File: config.mk
export PLATFORM = sky130hd
export DESIGN_NAME = l2_data_ctrl_flat
export DESIGN_NICKNAME = d
export VERILOG_FILES = /design/src/rtl/l2_data_pkg.sv /design/src/rtl/l2_data_if.sv /design/src/rtl/l2_data_resp_fifo.sv /design/src/rtl/l2_data_ctrl.sv /design/src/flat_wrapper.sv
export SDC_FILE = /design/constraint.sdc
export NUM_CORES = 1
export LEC_CHECK = 0
export BUFFER_PORTS_ARGS = -buffer_cell sky130_fd_sc_hd__buf_2
export CORE_AREA = 2 2 440 442
export CTS_CLUSTER_SIZE = 20
export DETAILED_ROUTE_END_ITERATION = 7
export DIE_AREA = 0 0 442 444
export PLACE_DENSITY = 0.37
export SETUP_SLACK_MARGIN = 0.3
export SLEW_MARGIN = 20
export SYNTH_ARGS = -nofsm -noshare
export SYNTH_HDL_FRONTEND = slang
export SYNTH_SLANG_ARGS = --single-unit
File: constraint.sdc
create_clock -name clk_i -period 18.95 [get_ports clk_i]
set_input_delay 1.895 -clock clk_i [delete_from_list [all_inputs] [get_ports clk_i]]
set_output_delay 1.895 -clock clk_i [all_outputs]
set_load 0.01 [all_outputs]
File: src/rtl/l2_data_pkg.sv
// Shared widths and the read-response record for the L2 data-array controller.
package l2_data_pkg;

   localparam int L2_DATA_IDX_W  = 9;
   localparam int L2_DATA_W      = 256;
   localparam int L2_DATA_STRB_W = 32;
   localparam int L2_REQ_ID_W    = 4;

   typedef struct packed {
      logic [L2_DATA_W-1:0]   data;
      logic [L2_REQ_ID_W-1:0] id;
   } l2_rd_resp_t;

endpackage

File: src/rtl/l2_data_if.sv
// Request, response and SRAM bus of the L2 data controller, as one bundle.
// Every channel is valid/ready: a beat moves on a cycle where both are high;
// valid may not depend on ready, and payload is held while valid && !ready.
interface l2_data_if;
   import l2_data_pkg::*;

   logic                      rd_req_valid_i;
   logic                      rd_req_ready_o;
   logic [L2_DATA_IDX_W-1:0]  rd_req_addr_i;
   logic [L2_REQ_ID_W-1:0]    rd_req_id_i;

   logic                      wr_req_valid_i;
   logic                      wr_req_ready_o;
   logic [L2_DATA_IDX_W-1:0]  wr_req_addr_i;
   logic [L2_DATA_W-1:0]      wr_req_data_i;
   logic [L2_DATA_STRB_W-1:0] wr_req_strob_i;

   logic                      rd_resp_valid_o;
   logic                      rd_resp_ready_i;
   logic [L2_DATA_W-1:0]      rd_resp_data_o;
   logic [L2_REQ_ID_W-1:0]    rd_resp_id_o;

   logic                      ram_cs_o;
   logic                      ram_we_o;
   logic [L2_DATA_IDX_W-1:0]  ram_addr_o;
   logic [L2_DATA_W-1:0]      ram_wdata_o;
   logic [L2_DATA_STRB_W-1:0] ram_wdata_strob_o;
   logic [L2_DATA_W-1:0]      ram_rdata_i;

   modport slave (
      input  rd_req_valid_i, rd_req_addr_i, rd_req_id_i,
      output rd_req_ready_o,
      input  wr_req_valid_i, wr_req_addr_i, wr_req_data_i, wr_req_strob_i,
      output wr_req_ready_o,
      output rd_resp_valid_o, rd_resp_data_o, rd_resp_id_o,
      input  rd_resp_ready_i,
      output ram_cs_o, ram_we_o, ram_addr_o, ram_wdata_o, ram_wdata_strob_o,
      input  ram_rdata_i
   );

   modport master (
      output rd_req_valid_i, rd_req_addr_i, rd_req_id_i,
      input  rd_req_ready_o,
      output wr_req_valid_i, wr_req_addr_i, wr_req_data_i, wr_req_strob_i,
      input  wr_req_ready_o,
      input  rd_resp_valid_o, rd_resp_data_o, rd_resp_id_o,
      output rd_resp_ready_i,
      input  ram_cs_o, ram_we_o, ram_addr_o, ram_wdata_o, ram_wdata_strob_o,
      output ram_rdata_i
   );

endinterface

File: src/rtl/l2_data_resp_fifo.sv
// Two-entry read-response FIFO; push and pop may happen in the same cycle.
// The producer only pushes when it has reserved a slot, so there is no push ready.
module l2_data_resp_fifo
   import l2_data_pkg::*;
(
   input  logic        clk,
   input  logic        rst,
   input  logic        push_valid,
   input  l2_rd_resp_t push_data,
   output logic        pop_valid,
   input  logic        pop_ready,
   output l2_rd_resp_t pop_data,
   output logic [1:0]  count
);

   l2_rd_resp_t mem [2];
   logic        wr_ptr;
   logic        rd_ptr;
   logic [1:0]  count_q;
   logic        pop_fire;

   assign pop_fire  = pop_valid & pop_ready;
   assign pop_valid = (count_q != 2'd0);
   assign pop_data  = mem[rd_ptr];
   assign count     = count_q;

   // Storage is cleared so the response bus reads zero after reset.
   always_ff @(posedge clk) begin
      if (rst) begin
         mem[0]  <= '0;
         mem[1]  <= '0;
         wr_ptr  <= 1'b0;
         rd_ptr  <= 1'b0;
         count_q <= 2'd0;
      end else begin
         if (push_valid) begin
            mem[wr_ptr] <= push_data;
            wr_ptr      <= ~wr_ptr;
         end
         if (pop_fire) begin
            rd_ptr <= ~rd_ptr;
         end
         count_q <= count_q + {1'b0, push_valid} - {1'b0, pop_fire};
      end
   end

endmodule

File: src/rtl/l2_data_ctrl.sv
// L2 data-array controller: read/write arbitration onto one SRAM port and an
// in-order read-response path. Define L2_DATA_PERF_CNT_EN to add perf counters.
module l2_data_ctrl
   import l2_data_pkg::*;
#(
   parameter int unsigned WR_STARVE_MAX = 4
) (
   input  logic        clk_i,
   input  logic        rst_i,
   l2_data_if.slave    bus
`ifdef L2_DATA_PERF_CNT_EN
   ,
   output logic [31:0] perf_rd_cnt_o,
   output logic [31:0] perf_wr_cnt_o,
   output logic [31:0] perf_stall_cnt_o
`endif
);

   localparam int LOSE_W = (WR_STARVE_MAX < 1) ? 1 : $clog2(WR_STARVE_MAX + 1);

   logic              inflight_q;
   logic [3:0]        id_q;
   logic [LOSE_W-1:0] lose_q;
   logic [1:0]        fifo_count;
   logic [2:0]        occ;
   logic              pop;
   logic              head_valid;
   l2_rd_resp_t       head;
   l2_rd_resp_t       cap;
   logic              rd_elig;
   logic              wr_force;
   logic              rd_gnt;
   logic              wr_gnt;
   logic              wr_en;

   // Reservation counts the entry being popped this cycle as already free.
   assign pop     = head_valid & bus.rd_resp_ready_i;
   assign occ     = {1'b0, fifo_count} - {2'b0, pop} + {2'b0, inflight_q};
   assign rd_elig = (occ < 3'd2);

   assign wr_force = bus.wr_req_valid_i && (lose_q >= LOSE_W'(WR_STARVE_MAX));

   assign bus.rd_req_ready_o = !rst_i && rd_elig && !wr_force;
   assign bus.wr_req_ready_o = !rst_i && (wr_force || !(bus.rd_req_valid_i && rd_elig));

   assign rd_gnt = bus.rd_req_valid_i && bus.rd_req_ready_o;
   assign wr_gnt = bus.wr_req_valid_i && bus.wr_req_ready_o;
   // A write with no byte enabled is accepted but never touches the SRAM.
   assign wr_en  = wr_gnt && (|bus.wr_req_strob_i);

   assign bus.ram_cs_o          = rd_gnt || wr_en;
   assign bus.ram_we_o          = wr_en;
   assign bus.ram_addr_o        = wr_gnt ? bus.wr_req_addr_i : bus.rd_req_addr_i;
   assign bus.ram_wdata_o       = bus.wr_req_data_i;
   assign bus.ram_wdata_strob_o = wr_en ? bus.wr_req_strob_i : '0;

   assign cap.data = bus.ram_rdata_i;
   assign cap.id   = id_q;

   always_ff @(posedge clk_i) begin
      if (rst_i) begin
         inflight_q <= 1'b0;
         id_q       <= '0;
         lose_q     <= '0;
      end else begin
         inflight_q <= rd_gnt;
         if (rd_gnt) begin
            id_q <= bus.rd_req_id_i;
         end
         if (!bus.wr_req_valid_i || wr_gnt) begin
            lose_q <= '0;
         end else begin
            lose_q <= lose_q + LOSE_W'(1);
         end
      end
   end

   l2_data_resp_fifo u_fifo (
      .clk        (clk_i),
      .rst        (rst_i),
      .push_valid (inflight_q),
      .push_data  (cap),
      .pop_valid  (head_valid),
      .pop_ready  (bus.rd_resp_ready_i),
      .pop_data   (head),
      .count      (fifo_count)
   );

   assign bus.rd_resp_valid_o = !rst_i && head_valid;
   assign bus.rd_resp_data_o  = head.data;
   assign bus.rd_resp_id_o    = head.id;

`ifdef L2_DATA_PERF_CNT_EN
   always_ff @(posedge clk_i) begin
      if (rst_i) begin
         perf_rd_cnt_o    <= '0;
         perf_wr_cnt_o    <= '0;
         perf_stall_cnt_o <= '0;
      end else begin
         if (rd_gnt) perf_rd_cnt_o <= perf_rd_cnt_o + 32'd1;
         if (wr_gnt) perf_wr_cnt_o <= perf_wr_cnt_o + 32'd1;
         if (bus.rd_req_valid_i && !rd_elig) perf_stall_cnt_o <= perf_stall_cnt_o + 32'd1;
      end
   end
`endif

endmodule

File: src/flat_wrapper.sv
// flat-port wrapper written by rule: the top's interface ports become plain ports
module l2_data_ctrl_flat import l2_data_pkg::*;
#(
   parameter int unsigned WR_STARVE_MAX = 4
)
  (clk_i, rst_i, bus_rd_req_valid_i, bus_rd_req_addr_i, bus_rd_req_id_i, bus_rd_req_ready_o, bus_wr_req_valid_i, bus_wr_req_addr_i, bus_wr_req_data_i, bus_wr_req_strob_i, bus_wr_req_ready_o, bus_rd_resp_valid_o, bus_rd_resp_data_o, bus_rd_resp_id_o, bus_rd_resp_ready_i, bus_ram_cs_o, bus_ram_we_o, bus_ram_addr_o, bus_ram_wdata_o, bus_ram_wdata_strob_o, bus_ram_rdata_i);
  l2_data_if bus_i ();
  input  logic clk_i;
  input  logic rst_i;
  input wire logic [$bits(bus_i.rd_req_valid_i)-1:0] bus_rd_req_valid_i;
  input wire logic [$bits(bus_i.rd_req_addr_i)-1:0] bus_rd_req_addr_i;
  input wire logic [$bits(bus_i.rd_req_id_i)-1:0] bus_rd_req_id_i;
  output wire logic [$bits(bus_i.rd_req_ready_o)-1:0] bus_rd_req_ready_o;
  input wire logic [$bits(bus_i.wr_req_valid_i)-1:0] bus_wr_req_valid_i;
  input wire logic [$bits(bus_i.wr_req_addr_i)-1:0] bus_wr_req_addr_i;
  input wire logic [$bits(bus_i.wr_req_data_i)-1:0] bus_wr_req_data_i;
  input wire logic [$bits(bus_i.wr_req_strob_i)-1:0] bus_wr_req_strob_i;
  output wire logic [$bits(bus_i.wr_req_ready_o)-1:0] bus_wr_req_ready_o;
  output wire logic [$bits(bus_i.rd_resp_valid_o)-1:0] bus_rd_resp_valid_o;
  output wire logic [$bits(bus_i.rd_resp_data_o)-1:0] bus_rd_resp_data_o;
  output wire logic [$bits(bus_i.rd_resp_id_o)-1:0] bus_rd_resp_id_o;
  input wire logic [$bits(bus_i.rd_resp_ready_i)-1:0] bus_rd_resp_ready_i;
  output wire logic [$bits(bus_i.ram_cs_o)-1:0] bus_ram_cs_o;
  output wire logic [$bits(bus_i.ram_we_o)-1:0] bus_ram_we_o;
  output wire logic [$bits(bus_i.ram_addr_o)-1:0] bus_ram_addr_o;
  output wire logic [$bits(bus_i.ram_wdata_o)-1:0] bus_ram_wdata_o;
  output wire logic [$bits(bus_i.ram_wdata_strob_o)-1:0] bus_ram_wdata_strob_o;
  input wire logic [$bits(bus_i.ram_rdata_i)-1:0] bus_ram_rdata_i;
  assign bus_i.rd_req_valid_i = bus_rd_req_valid_i;
  assign bus_i.rd_req_addr_i = bus_rd_req_addr_i;
  assign bus_i.rd_req_id_i = bus_rd_req_id_i;
  assign bus_rd_req_ready_o = bus_i.rd_req_ready_o;
  assign bus_i.wr_req_valid_i = bus_wr_req_valid_i;
  assign bus_i.wr_req_addr_i = bus_wr_req_addr_i;
  assign bus_i.wr_req_data_i = bus_wr_req_data_i;
  assign bus_i.wr_req_strob_i = bus_wr_req_strob_i;
  assign bus_wr_req_ready_o = bus_i.wr_req_ready_o;
  assign bus_rd_resp_valid_o = bus_i.rd_resp_valid_o;
  assign bus_rd_resp_data_o = bus_i.rd_resp_data_o;
  assign bus_rd_resp_id_o = bus_i.rd_resp_id_o;
  assign bus_i.rd_resp_ready_i = bus_rd_resp_ready_i;
  assign bus_ram_cs_o = bus_i.ram_cs_o;
  assign bus_ram_we_o = bus_i.ram_we_o;
  assign bus_ram_addr_o = bus_i.ram_addr_o;
  assign bus_ram_wdata_o = bus_i.ram_wdata_o;
  assign bus_ram_wdata_strob_o = bus_i.ram_wdata_strob_o;
  assign bus_i.ram_rdata_i = bus_ram_rdata_i;
  l2_data_ctrl #(.WR_STARVE_MAX(WR_STARVE_MAX)) u_core (.clk_i(clk_i), .rst_i(rst_i), .bus(bus_i));
endmodule
* After elaboration in Yosys (flattened, before gate mapping)
Memory sizes are Yosys's and may differ from the RTL's. A register that Yosys moved wholly into a read port is not among the register bits. Cells that the tools add are included.
Word-level totals: bits in registers 12, memory bits (writable) 520, memories 1, input bits 571, logic and storage cells 49, output and inout bits 562
Memory list:
- u_core.u_fifo.mem | words 2, width 260, rd ports 1, clocked after Yosys merged registers in 1, wr ports 2, line l2_data_resp_fifo.sv:16 | l2_rd_resp_t mem [2];
Operators by class: order comparisons 2, bitwise gates (word level) 3, reductions and logical operators 20, add/subtract/negate cells 5, muxes and demuxes 12
Operator list (count):
- $mux W260 | 1
- $reduce_or A260 Y1 | 1
- $mux W32 | 1
- $reduce_or A32 Y1 | 1
- $logic_and A1 B1 Y1 | 9
- $mux W1 | 9
- $mux W9 | 1
- $logic_not A1 Y1 | 4
- $add A3 B1 Y3 | 1
- $add A3 B1 Y3 const B | 1
- $ge A3 B3 Y1 const B | 1
- $logic_or A1 B1 Y1 | 3
- $lt A3 B2 Y1 const B | 1
- $sub A2 B1 Y3 | 1
- $add A2 B1 Y2 | 1
- $not A1 Y1 | 2
- $reduce_bool A2 Y1 | 1
- $reduce_or A2 Y1 | 1
- $sub A2 B1 Y2 | 1
- $and A1 B1 Y1 | 1

* Logic depth before layout (Yosys ltp)
word-level depth 12, gate-level depth with buffers 12, mapped depth without buffers 11

* By module
From an unflattened synthesis, not the netlist that was laid out.
Second synthesis, totals: cell total of the unflattened synthesis 2050, area total of the unflattened synthesis 25848.5 sq um
By module, submodules not included:
- l2_data_resp_fifo | seq. area each 15715.1 sq um, cells each 1699, area each 23082.1 sq um, instances 1
- l2_data_ctrl | seq. area each 160.2 sq um, cells each 351, area each 2766.4 sq um, instances 1

* Worst setup path after synthesis
No wires, ideal clock.
kind reg2reg, start register u_core.inflight_q, end memory u_core.u_fifo.mem[0][0] (netlist bit), enable pin, cell stages (with the launch flop) 3, path buffers 0, library setup time 1.240 ns, period minus slack after synthesis 19.765 ns, arrival time 18.525 ns, data required time 17.710 ns, slack -0.815 ns, path through dfxtp_1 > inv_1 > o21ai_0
RTL lines:
- start, declared | line l2_data_ctrl.sv:21 | logic inflight_q;
- start signal, assigned | line l2_data_ctrl.sv:66 | inflight_q <= rd_gnt;
- end, declared | line l2_data_resp_fifo.sv:16

* Worst setup path in the final report
start input port bus_rd_resp_ready_i, end output port bus_ram_wdata_strob_o[4]
On the way: cells in the longest elaborated chain, start to end 11
RTL lines:
- start, declared | line flat_wrapper.sv:22 | input wire logic [$bits(bus_i.rd_resp_ready_i)-1:0] bus_rd_resp_ready_i;
- $and A1 B1 Y1 | line l2_data_ctrl.sv:37 | assign pop = head_valid & bus.rd_resp_ready_i;
- via u_core.pop | line l2_data_ctrl.sv:26 | logic pop;
- $sub A2 B1 Y3 | line l2_data_ctrl.sv:38 | assign occ = {1'b0, fifo_count} - {2'b0, pop} + {2'b0, inflight_q};
- $add A3 B1 Y3 | line l2_data_ctrl.sv:38
- $lt A3 B2 Y1 | line l2_data_ctrl.sv:39 | assign rd_elig = (occ < 3'd2);
- $logic_and A1 B1 Y1 | line l2_data_ctrl.sv:44 | assign bus.wr_req_ready_o = !rst_i && (wr_force || !(bus.rd_req_valid_i && rd_elig));
- $logic_not A1 Y1 | line l2_data_ctrl.sv:44
- $logic_or A1 B1 Y1 | line l2_data_ctrl.sv:44
- $logic_and A1 B1 Y1 | line l2_data_ctrl.sv:44
- $logic_and A1 B1 Y1 | line l2_data_ctrl.sv:47 | assign wr_gnt = bus.wr_req_valid_i && bus.wr_req_ready_o;
- $logic_and A1 B1 Y1 | line l2_data_ctrl.sv:49 | assign wr_en = wr_gnt && (|bus.wr_req_strob_i);
- $mux W32 | line l2_data_ctrl.sv:55 | assign bus.ram_wdata_strob_o = wr_en ? bus.wr_req_strob_i : '0;
- end, declared | line flat_wrapper.sv:27 | output wire logic [$bits(bus_i.ram_wdata_strob_o)-1:0] bus_ram_wdata_strob_o;
The timed path passes the listed nets, and every way through them passes these cells.

==> impl_summary.md <==
Place
The count of buffers inserted at the top-level ports is between 600 and 700. Routability-driven placement finished with a final weighted congestion of 0.894. The placed instance area is 0.0293 mm².

The detailed placer's ending HPWL is 85400 µm.

Critical path
The launch instance of the worst register-to-register path is u_core.u_fifo.wr_ptr. The most critical setup path has its startpoint at bus_rd_resp_ready_i. The biggest fanout along the worst timing path is 34. The critical path arrival is slightly above 5 ns. The category of the critical setup timing path is in2out. STA puts the critical path data required time at 17.06 ns. The worst setup path is captured at an output pin. The critical path launch point type is an input pin.

GRT
The largest net degree at the start of global routing is 78. The number of global-route vias before repair is 14900. The wire length of the first global-routing pass is roughly 150000 µm.

The total routing usage reported by global routing is 11.0%. The initial antenna violation count is 48. For this run the aggregate overflow at the end of global routing stands at 0.

Floorplanning
The die is 444 µm tall. The die is 442 µm wide. approximately 1100 I/O pins were placed. The core area is 0.192 mm².

The count of standard-cell rows is ~160. Once the floorplan was initialized, standard cells occupied 13.1% of the core. The die covers 0.196 mm².

Yosys
The cell count after synthesis came out at 1751. The Yosys warning count is 0. The number of nets handed over by synthesis was 2326.

The distinct cell type count of the synthesized netlist is 31. The average cell area after synthesis is between 10 and 15 µm². The number of synthesized flops with an enable pin is 520.

The most used flip-flop cell after synthesis is edfxtp_1. The post-synthesis cell area is 0.0251 mm². The sequential share of the synthesized area is between 60% and 70%.

The post-synthesis register bit count is 533. The share of synthesized registers carrying an async set or reset is 0%.

STA
On the final layout, the worst clock skew is 0.0394 ns. The transition time at the pin with the least slew margin is 1.02 ns. Setup repair after global routing left no endpoint under its margin. Setup violations remaining at the end of the flow were counted as 0. The final hold violation count is 0. The normalized max-slew margin is 32.0%.

Timing would allow up to around 0.14 GHz. The final count of pins violating max slew was 0. Of the available clock period, the critical path in the final layout requires a little under two fifths. The shortest clock period the worst path allows after layout is 7.00 ns. The sum of negative setup slack is 0 ns.

Job
Max-cap violations in this run came to 0.

Drt
After detailed routing, the number of remaining DRC violations is 0. The number of vias per cell is roughly 3.1. The first-pass iteration count of the detailed router is 5.

The total detailed-routing wirelength is 112000 µm. For this block, the initial DRC count from the detailed router was 763. The detail route stage leaves a number of antenna-violating nets equal to 0. In the final routed layout, each cell accounts on average for 23.9 µm. Across all layers, the routed design uses 14700 vias.

Final layout
In the layout the commonest cells are buf_2 (620), and2_1 (523), edfxtp_1 (520). The area taken by multi-input logic gates is 0.00696 mm². In the final design database the tool counted ~2700 nets. In the final layout, flip-flops and latches occupy around 0.016 mm². Leaving out fill and tap cells, the most frequent cell in the layout is buf_2. The cell area after layout is 0.0316 mm². The number of fill cells in the layout is roughly 21000. Compared with the post-synthesis result, the final layout area differs by 25.8%.

The post-route netlist has 48.2% of its cells at a drive strength greater than 1.

Clock network
The clock latency on the worst-skew pair is 0.69 ns. The CTS clock-pin slew for the worst setup and hold paths is 0.05 ns. The clock sink count is about 530.

The H-tree was split into 3 levels. In this run, CTS created clock tree buffers numbering 74. Post-CTS timing repair inserted 0 buffers for setup.

In this run the deepest clock path goes through 3 buffers. The CTS tree is done. The count of cells resized by post-cts repair is 0.

The number of hold buffers added after CTS was 0. The root cell of the clock tree is clkbuf_16.

Outcome
The run finished with clean final reports.

Worst hold path
The type of the tightest min-delay check is reg2reg. The launch instance of the worst min-delay path is u_core.lose_q[0].

Pwr
Across the VDD grid, the largest voltage drop is about 0.067 mV. The analysis attributes to cell leakage a power of ~0.012 µW. The power density of the placed cells is 125 mW/mm².
## sequential cells by signal, summed over array words and instances, names as in the netlist, named ones only
name	count
u_core.id_q	4
u_core.inflight_q	1
u_core.lose_q	3
u_core.u_fifo.count	2
u_core.u_fifo.mem	520
u_core.u_fifo.rd_ptr	1
u_core.u_fifo.wr_ptr	1
## worst paths after layout
path / slack [ns] / endpoint / cells after the start
worst max-delay path: 11.95 / bus_ram_wdata_strob_o[4] / 13
worst min-delay path: 0.43 / u_core.lose_q[0] / 1
worst max register to register: 14.86 / u_core.u_fifo.mem[1][150] / 4
worst min register to register: 0.43 / u_core.lose_q[0] / 1
## per-layer routing
| metal | wire length (µm) | GRT usage (%) | vias to the layer above |
|---|---|---|---|
| met3 | 12000 | 5.57 | 265 |
| met1 | 31400 | 8.91 | 7041 |
| met5 | 23 | 0 | - |
| li1 | - | - | 6599 |
| met4 | 4610 | 4.35 | 4 |
| met2 | 64300 | 22.0 | 813 |
## report_power, final
part | total (µW) | internal, µW | leakage, µW | switching, µW
logic | 1030 | 432 | 0.00574 | 593
registers | 1590 | 1530 | 0.00552 | 60.6
clock network | 1350 | 771 | 0.00112 | 581
total | 3960 | 2730 | 0.0124 | 1230
## worst max-delay path: stages
cell	delay [ns]
buf_2	0.13
nor2b_1	0.23
ha_1	0.26
inv_1	0.06
ha_1	0.13
inv_1	0.05
fa_1	0.43
xor2_2	0.33
o311ai_4	0.12
buf_4	0.24
a21oi_4	0.79
and2_4	0.27
buf_2	0.12
## logic make-up after synthesis
kind of cell    synth area share [%]
simple gates                    14.7
flops                           63.2
buf+inv                         9.28
mux                             12.1
compound gates                 0.368
xor+xnor                       0.169
fa+ha+maj                      0.229
## stage by stage
step	total power, µW	setup WS (ns)	utilization, %	std cells	hold WS, ns
CTS	4080	11.87	16.5	4706	0.429
floorplan	2260	6.21	-	1751	0.397
detailed placement	2680	11.88	15.3	4572	0.418
finish	3960	11.95	16.5	4710	0.429
global placement	2690	11.90	15.3	4572	0.414
global route	4160	11.73	16.5	4707	0.461
## cell type report
| type | instances | area share, % |
|---|---|---|
| tap | 2526 | 9.99 |
| clock buffer | 92 | 6.07 |
| antenna | 4 | 0.0317 |
| clock inverter | 42 | 1.33 |
| timing repair buffer | 641 | 10.3 |
| inverter | 5 | 0.0593 |
| sequential | 533 | 50.2 |
| multi-input combinational | 867 | 22.0 |
## cell usage after synthesis (3+ instances only)
cell type,instances,area [µm²]
and2_1,523,3270
edfxtp_1,520,15600
dfxtp_1,13,260
clkbuf_1,61,229
mux2_2,269,3030
nor2_1,9,33.8
and2_4,29,254
ha_1,3,37.5
xnor2_1,3,26.3
buf_4,256,1920
buf_2,25,125
inv_1,5,18.8
a22o_1,4,35.0
buf_6,3,33.8
nor4_1,8,50.1
Power figures use the tool's default switching activity.
